### config.mk
export PLATFORM = sky130hd
export DESIGN_NAME = fun_truth_scanner
export DESIGN_NICKNAME = d
export VERILOG_FILES = /design/src/rtl/fun_truth_scanner.sv
export SDC_FILE = /design/constraint.sdc
export NUM_CORES = 1
export LEC_CHECK = 0
export BUFFER_PORTS_ARGS = -buffer_cell sky130_fd_sc_hd__buf_2
export CAP_MARGIN = 20
export CORE_MARGIN = 2
export CORE_UTILIZATION = 59
export DETAILED_ROUTE_END_ITERATION = 8
export PLACE_DENSITY = 0.87
export SYNTH_ARGS = -nofsm -noshare
export SYNTH_HDL_FRONTEND = slang
export SYNTH_SLANG_ARGS = --single-unit
### constraint.sdc
create_clock -name clk -period 3.2 [get_ports clk]
set_clock_uncertainty 0.15 [all_clocks]
set_input_delay 0.48 -clock clk [delete_from_list [all_inputs] [get_ports clk]]
set_output_delay 0.48 -clock clk [all_outputs]
set_load 0.03 [all_outputs]
### src/rtl/fun_truth_scanner.sv
// Sweeps every input vector of an N_IN-input combinational block and captures its
// response into a packed truth table plus a ones-count.
module fun_truth_scanner #(
  parameter int N_IN   = 5,
  parameter int SETTLE = 1
) (
  input  logic                 clk,
  input  logic                 rst_n,
  input  logic                 start,
  input  logic                 abort,
  input  logic                 f_in,
  output logic [N_IN-1:0]      vec_out,
  output logic                 busy,
  output logic                 done,
  output logic [2**N_IN-1:0]   truth_tbl,
  output logic [N_IN:0]        ones_cnt
);

  localparam int TBL_W  = 2**N_IN;
  localparam int ONES_W = N_IN + 1;
  localparam int CNT_W  = $clog2(SETTLE) + 1;
  localparam logic [CNT_W-1:0] CNT_RELOAD = CNT_W'(SETTLE - 1);
  localparam logic [N_IN-1:0]  LAST_VEC   = '1;

  typedef enum logic {IDLE, SCAN} state_e;

  state_e             state_q, state_d;
  logic [N_IN-1:0]    vec_q,   vec_d;
  logic               busy_q,  busy_d;
  logic               done_q,  done_d;
  logic [TBL_W-1:0]   tbl_q,   tbl_d;
  logic [ONES_W-1:0]  ones_q,  ones_d;
  logic [CNT_W-1:0]   cnt_q,   cnt_d;

  logic               sample;
  logic               last_sample;

  assign sample      = (state_q == SCAN) && !abort && (cnt_q == '0);
  assign last_sample = sample && (vec_q == LAST_VEC);

  // NOTE: sequential state updates use <= so every register sees pre-edge values.
  always_ff @(posedge clk or negedge rst_n) begin
    if (!rst_n) begin
      state_q <= IDLE;
      vec_q   <= '0;
      busy_q  <= 1'b0;
      done_q  <= 1'b0;
      tbl_q   <= '0;
      ones_q  <= '0;
      cnt_q   <= '0;
    end else begin
      state_q <= state_d;
      vec_q   <= vec_d;
      busy_q  <= busy_d;
      done_q  <= done_d;
      tbl_q   <= tbl_d;
      ones_q  <= ones_d;
      cnt_q   <= cnt_d;
    end
  end

  always_comb begin
    state_d = state_q;
    unique case (state_q)
      IDLE: if (start && !abort) state_d = SCAN;
      SCAN: if (abort || last_sample) state_d = IDLE;
      default: state_d = IDLE;
    endcase
  end

  // NOTE: every variable gets a hold/default value first so no path infers a latch.
  always_comb begin
    vec_d  = vec_q;
    busy_d = busy_q;
    done_d = 1'b0;
    tbl_d  = tbl_q;
    ones_d = ones_q;
    cnt_d  = cnt_q;
    unique case (state_q)
      IDLE: begin
        if (start && !abort) begin
          vec_d  = '0;
          tbl_d  = '0;
          ones_d = '0;
          cnt_d  = CNT_RELOAD;
          busy_d = 1'b1;
        end
      end
      SCAN: begin
        // Abort leaves the partial table and count visible for inspection.
        if (abort) begin
          busy_d = 1'b0;
          vec_d  = '0;
        end else if (cnt_q != '0) begin
          cnt_d = cnt_q - 1'b1;
        end else begin
          tbl_d[vec_q] = f_in;
          ones_d       = ones_q + ONES_W'(f_in);
          if (vec_q == LAST_VEC) begin
            busy_d = 1'b0;
            done_d = 1'b1;
            vec_d  = '0;
          end else begin
            vec_d = vec_q + 1'b1;
            cnt_d = CNT_RELOAD;
          end
        end
      end
      default: ;
    endcase
  end

  assign vec_out   = vec_q;
  assign busy      = busy_q;
  assign done      = done_q;
  assign truth_tbl = tbl_q;
  assign ones_cnt  = ones_q;

endmodule

==> results of run 1 <==
worst min-delay path by stage:
stage	endpoint	slack, ps	cells after the start
finish	ones_cnt[5]	330	1
global route	ones_cnt[5]	360	1
CTS	vec_out[3]	220	1
detailed placement	ones_cnt[5]	320	1
global placement	ones_cnt[5]	310	1
floorplan	busy	30	0
synthesized netlist by cell type:
cell type  number
o21ai_0         2
o21bai_4        1
mux2i_1         3
clkbuf_1        2
a221o_1         3
and4b_1         3
a32oi_1        16
nor3b_1         1
nor3_2          1
ha_1            8
nor3b_2         1
nand2b_4        1
o32ai_1         1
a22o_1          4
nand3_1         3
buf_6           2
nand2b_1        7
or3b_1          1
nand2_1        36
nand4_1         3
and3b_1         2
o211ai_1       25
nand4b_1        2
dfrtp_1        46
buf_4           5
nor2b_1         4
o22ai_1         4
buf_2          13
nor3_1          1
xnor2_1         1
a22oi_1         9
and2_1          2
nand4bb_1       1
o41ai_1         1
and3_1          2
inv_1           8
a21o_1          1
nor2_1          3
xor2_1          1
or2_1           1
o211a_1         3
a21oi_1         7
registers in the layout, summed over array words and instances, names as in the netlist:
| signal | cells |
|---|---|
| truth_tbl | 32 |
| ones_cnt | 6 |
| vec_out | 5 |
| busy | 1 |
| done | 1 |
| state_q | 1 |
per-layer routing:
metal	wire (um)	GRT usage
met1	2514	0.3931
met5	0	0
met4	61	0.1127
met2	2834	0.4219
met3	447	0.06494
through the flow:
| step | std cells | util | area, um^2 |
|---|---|---|---|
| after floorplan | 241 | - | 2480 |
| after global placement | 319 | 0.6609 | 2663 |
| after detailed placement | 319 | 0.6609 | 2663 |
| after CTS | 327 | 0.6870 | 2768 |
| after global routing | 329 | 0.6944 | 2798 |
| final | 329 | 0.6944 | 2798 |
worst register-to-register path, stage by stage, from the launching register on:
cell,delay (ps)
dfrtp_1,820
buf_4,360
and4b_1,480
a32oi_1,160
nand2_1,150
power groups by stage:
stage,Clock [uW],Combinational (uW),Sequential [uW]
2_1_floorplan,0,178,976
3_3_place_gp,0,520,790
3_5_place_dp,0,531,797
4_1_cts,403,532,786
5_1_grt,431,584,804
6_report,394,534,789
final cells by class:
type / instances / area [um^2]
fillers: 333 / 1231
clock inverters: 1 / 8.758
repair buffers: 52 / 282.8
inverters: 8 / 30.03
multi-input cells: 165 / 1166
flip-flops and latches: 46 / 1151
well taps: 50 / 62.56
clock buffers: 7 / 96.34
cell usage in the layout, fill, tap and decap left out, types with 4 or more instances in the layout:
cell,n
nand2_1,36
a32oi_1,16
a22oi_1,9
a21oi_1,7
buf_2,49
o22ai_1,4
o211ai_1,25
ha_1,8
a22o_1,4
nand2b_1,7
dfrtp_1,46
nor2b_1,4
clkbuf_8,7
inv_1,8
logic make-up (layout without fill, tap and decap cells):
kind of cell / Yosys count / count (layout) / synth area share
compound gates: 77 / 77 / 0.2437
simple gates: 75 / 75 / 0.1670
flops: 46 / 46 / 0.4642
buf+inv: 30 / 68 / 0.06559
fa+ha+maj: 8 / 8 / 0.04036
mux: 3 / 3 / 0.01211
xor+xnor: 2 / 2 / 0.007065
==> metrics.yaml, run 1 <==
fin_hold_ws_ps: 328.0
synth.area.top_cells: "dfrtp_1 (46%), o211ai_1 (7.6%), a32oi_1 (5.7%)"
p_per_area_mw_per_mm2: 613.8
synth_area_mm2: 0.002480
hold_start: "ones_cnt[5]"
finalSetupTns_ps: 0
start_util: 0.6155
drt-total-wl_um: 5858
drtAntennaViolNets: 0
arrival_ps: 1670
cts_buffers: 5
path_delay_family: "flip-flops"
hp-class: "reg -> reg"
syn_area_per_cell_um2: 10.29
post_cts_buffers: 0
synth_top_area_frac: 0.4642
cp_slowest_cell: "dfrtp_1"
status: "finished clean"
drc_errors: 0
setup_ws_ps: 895.7
power_frac_clock: 0.229
cp_max_fo: 33
vdd_drop_max_v: 0.0004465
netSwitchingFraction: 0.3919
finalCriticalPeriod_ps: 2304
gp_congestion: 0.8054
diodes: 0
rows: 23
syn-instance-count: 241
dp_hpwl_um: 3934
setup_viol: 0
cp-end-kind: "primary output"
drt-wirelength-per-cell_um: 17.81
total_power_uw: 1717
grt.total_usage: 0.2810
pre_cts_ws_ps: 1111
viasPerCell: 6.571
overflow: 0
rrSetupSlack_ps: 1020
die_y_um: 68.83
drive_gt1_frac: 0.2258
cts_resized: 0
port_buffers: 49
cp_slowest_stage_delay_ps: 1030
grt_pass1_wl_um: 9804
p_sw_uw: 672.9
firstDrtPassIters: 4
die_area_mm2: 0.004738
layout.nets: 291
io_pins: 50
insertion_delay_ps: 300
leakage_uw: 0.001431
cts_root_buffer: "clkbuf_8"
ctsHoldBuffers: 0
reg2regPathDepth: 4
critical_path_required_ps: 2570
yosysTopAreaCell: "dfrtp_1"
yosysUniqueCellTypes: 42
r2r-end: "truth_tbl[14]"
hold_viol_final: 0
cts.path.max_buffers: 2
path_clk_slew_ps: 80
critical_path_depth: 1
drv_slew: 0
grt_max_degree: 47
rsz0062_at_grt: "no"
synthToLayoutAreaGrowth_pct: 12.82
cp_cell_sequence: "buf_2"
max_freq_ghz: 0.4340
via_count: 2162
cts_max_level: 2
ys.warnings.count: 0
die_w_um: 68.83
ys_ff_latch: 46
cap_violations: 0
slew_headroom: 0.3152
drt_iter0_drc: 370
p_int_uw: 1044
grt_pass1_vias: 1965
combPwrFrac: 0.311
critPathLaunch: "vec_out[2]"
cts.sink_count: 46
power_frac_seq: 0.460
fin_crit_sh: 0.7201
worst-setup-path-type: "reg -> out"
worst_slew_pin_slew_ps: 1027
critical_path_buf_inv_count: 1
synth-seq-area-share: 0.4642
synthesis.nets: 254
worstSetupEndpoint: "vec_out[2]"
cts_tree: "built"
fp.coreArea_mm2: 0.004029
startpoint_type: "register"
grt_antenna_before_repair: 0
r2r_start: "state_q"
Note: power is estimated with default switching activity, not from simulation.
==> run 2, diff against run 1 <==
Settings changed: CORE_UTILIZATION 59 to 55, PLACE_DENSITY 0.87 to 0.82.
Clock period 3.2 ns to 2.24 ns, I/O delays scaled along.
==> run 2 against run 1 <==
Effect of this change:
- combinational power grew 47%
- clock power increased by 28%
- non-clock buffer count rose by 8
- power rose by 40%
- sequential power grew 41%
- critical endpoint is now vec_out[3]
- largest cell class unchanged
==> metrics.yaml, run 2 (same netlist as run 1, synthesis figures left out) <==
worst_slew_pin_slew_ps: 620.6  # -406.6 ps
vdd_drop_max_v: 0.0003301  # -26%
final_common_cell: "buf_2"
hold_viol_final: 0  # unchanged
synthToLayoutAreaGrowth_pct: 13.93
p_per_area_mw_per_mm2: 849.2  # +38%
fin_cells: 337  # +2.4%
dp.cells: 330  # +3.4%
drc_errors: 0  # unchanged
final_area_mm2: 0.002825  # +0.98%
port_buffers: 49  # unchanged
arrival_ps: 2040  # +370 ps
cap_violations: 0  # unchanged
firstDrtPassIters: 5  # +1
slew_headroom: 0.5862  # +0.2710
cp_max_fo: 12  # -64%
placed_area_mm2: 0.002733  # +2.6%
cts_buffers: 5  # unchanged
start_util: 0.5695  # -0.04599
grt_pass1_vias: 1938  # -1.4%
cts.sink_count: 46  # unchanged
post_cts_buffers: 0  # unchanged
startpoint_type: "register"
die_w_um: 71.15  # +3.4%
dp_hpwl_um: 4134  # +5.1%
grt_max_degree: 25  # -47%
gp_congestion: 0.7873  # -2.2%
setup_viol: 0  # unchanged
rows: 24  # +4.3%
max_freq_ghz: 0.4946
fin_crit_sh: 0.9026
insertion_delay_ps: 300  # about the same
io_pins: 50  # unchanged
drive_gt1_frac: 0.2421  # +0.01630
overflow: 0  # unchanged
leakage_uw: 0.001455  # +1.7%
drt_iter0_drc: 250  # -32%
layout.nets: 299  # +2.7%
cts_max_level: 2  # unchanged
grt_antenna_before_repair: 0  # unchanged
finish.utilization: 0.6489  # -0.04556
mostFrequentLayoutCells: "buf_2 (49), dfrtp_1 (46), nand2_1 (36), o211ai_1 (25), a32oi_1 (16)"
cp-end-kind: "register"
diodes: 0  # unchanged
die_y_um: 71.15  # +3.4%
grt_pass1_wl_um: 9653  # -1.5%
nFillCells: 368  # +11%
rsz0062_at_grt: "no"
grt.total_usage: 0.2436  # -0.03735
fp.coreArea_mm2: 0.004354  # +8.1%
via_count: 2175  # +0.60%
total_power_uw: 2399  # +40%
hp-class: "in -> async"
path_clk_slew_ps: 80  # about the same
worst-setup-path-type: "reg -> reg"
critical_path_required_ps: 2260  # -310 ps
drt-wirelength-per-cell_um: 17.55  # -1.4%
drv_slew: 0  # unchanged
viasPerCell: 6.454  # -1.8%
drt-total-wl_um: 5914  # +0.96%
drtAntennaViolNets: 0  # unchanged
largest_reg_flops: 32  # unchanged
finalCriticalPeriod_ps: 2022
cts.path.max_buffers: 2  # unchanged
cts_root_buffer: "clkbuf_8"
die_area_mm2: 0.005062  # +6.9%
finalSetupTns_ps: 0  # unchanged
status: "finished clean"
cts_tree: "built"
run 2: cell count changes in the layout (fill, tap and decap cells not counted), sizes merged:
cell	change
clkbuf	-1
clkinv	-1
buf	+8
run 2: routing by layer:
layer	vias up	GRT usage	wire, um
li1	991	-	-
met1	1069	0.3420	2631
met2	105	0.3652	2751
met3	10	0.05983	416
met4	0	0.09434	115
met5	-	0	0
run 2: final timing paths:
| kind | startpoint | endpoint | slack (ps) | depth (start not counted) |
|---|---|---|---|---|
| max | vec_out[0] | vec_out[3] | 220 | 4 |
| min | rst_n | truth_tbl[15] | 190 | 2 |
| max reg2reg | vec_out[0] | vec_out[3] | 220 | 4 |
| min reg2reg | ones_cnt[5] | ones_cnt[5] | 340 | 1 |
| max in group asynchronous | rst_n | truth_tbl[22] | 1280 | 3 |
| min in group clk | abort | vec_out[3] | 250 | 2 |
run 2: final cells by class:
type                       count  area, um^2  area share
clock buffer                   6       82.58     0.02923
timing repair buffer          60       330.3      0.1169
inverter                       8       30.03     0.01063
tap                           52       65.06     0.02303
multi-input combinational    165        1166      0.4128
sequential                    46        1151      0.4074
run 2: report_power, final:
part / leakage [uW] / internal (uW) / switching, uW
Combinational: 0.000804 / 242 / 544
Sequential: 0.000608 / 977 / 132
Clock: 0.0000431 / 238 / 266
run 2: what timing repair did:
item / in CTS / in global routing
gates resized for setup: 0 / 0
hold endpoints to repair: 46 / 0
hold buffers: 1 / 0
run 2: critical path, cell delays in order (launching register included):
cell	delay, ps
dfrtp_1	460
ha_1	400
and3_1	280
ha_1	230
o41ai_1	380
run 2: stage by stage:
| stage | worst slack [ps] | hold WS (ps) |
|---|---|---|
| floorplan | 332.4 | -109.6 |
| global placement | 431.6 | -22.35 |
| detailed placement | 244.4 | -22.70 |
| CTS | 208.3 | 200.5 |
| global route | 150.3 | 193.2 |
| finish | 218.2 | 194.4 |
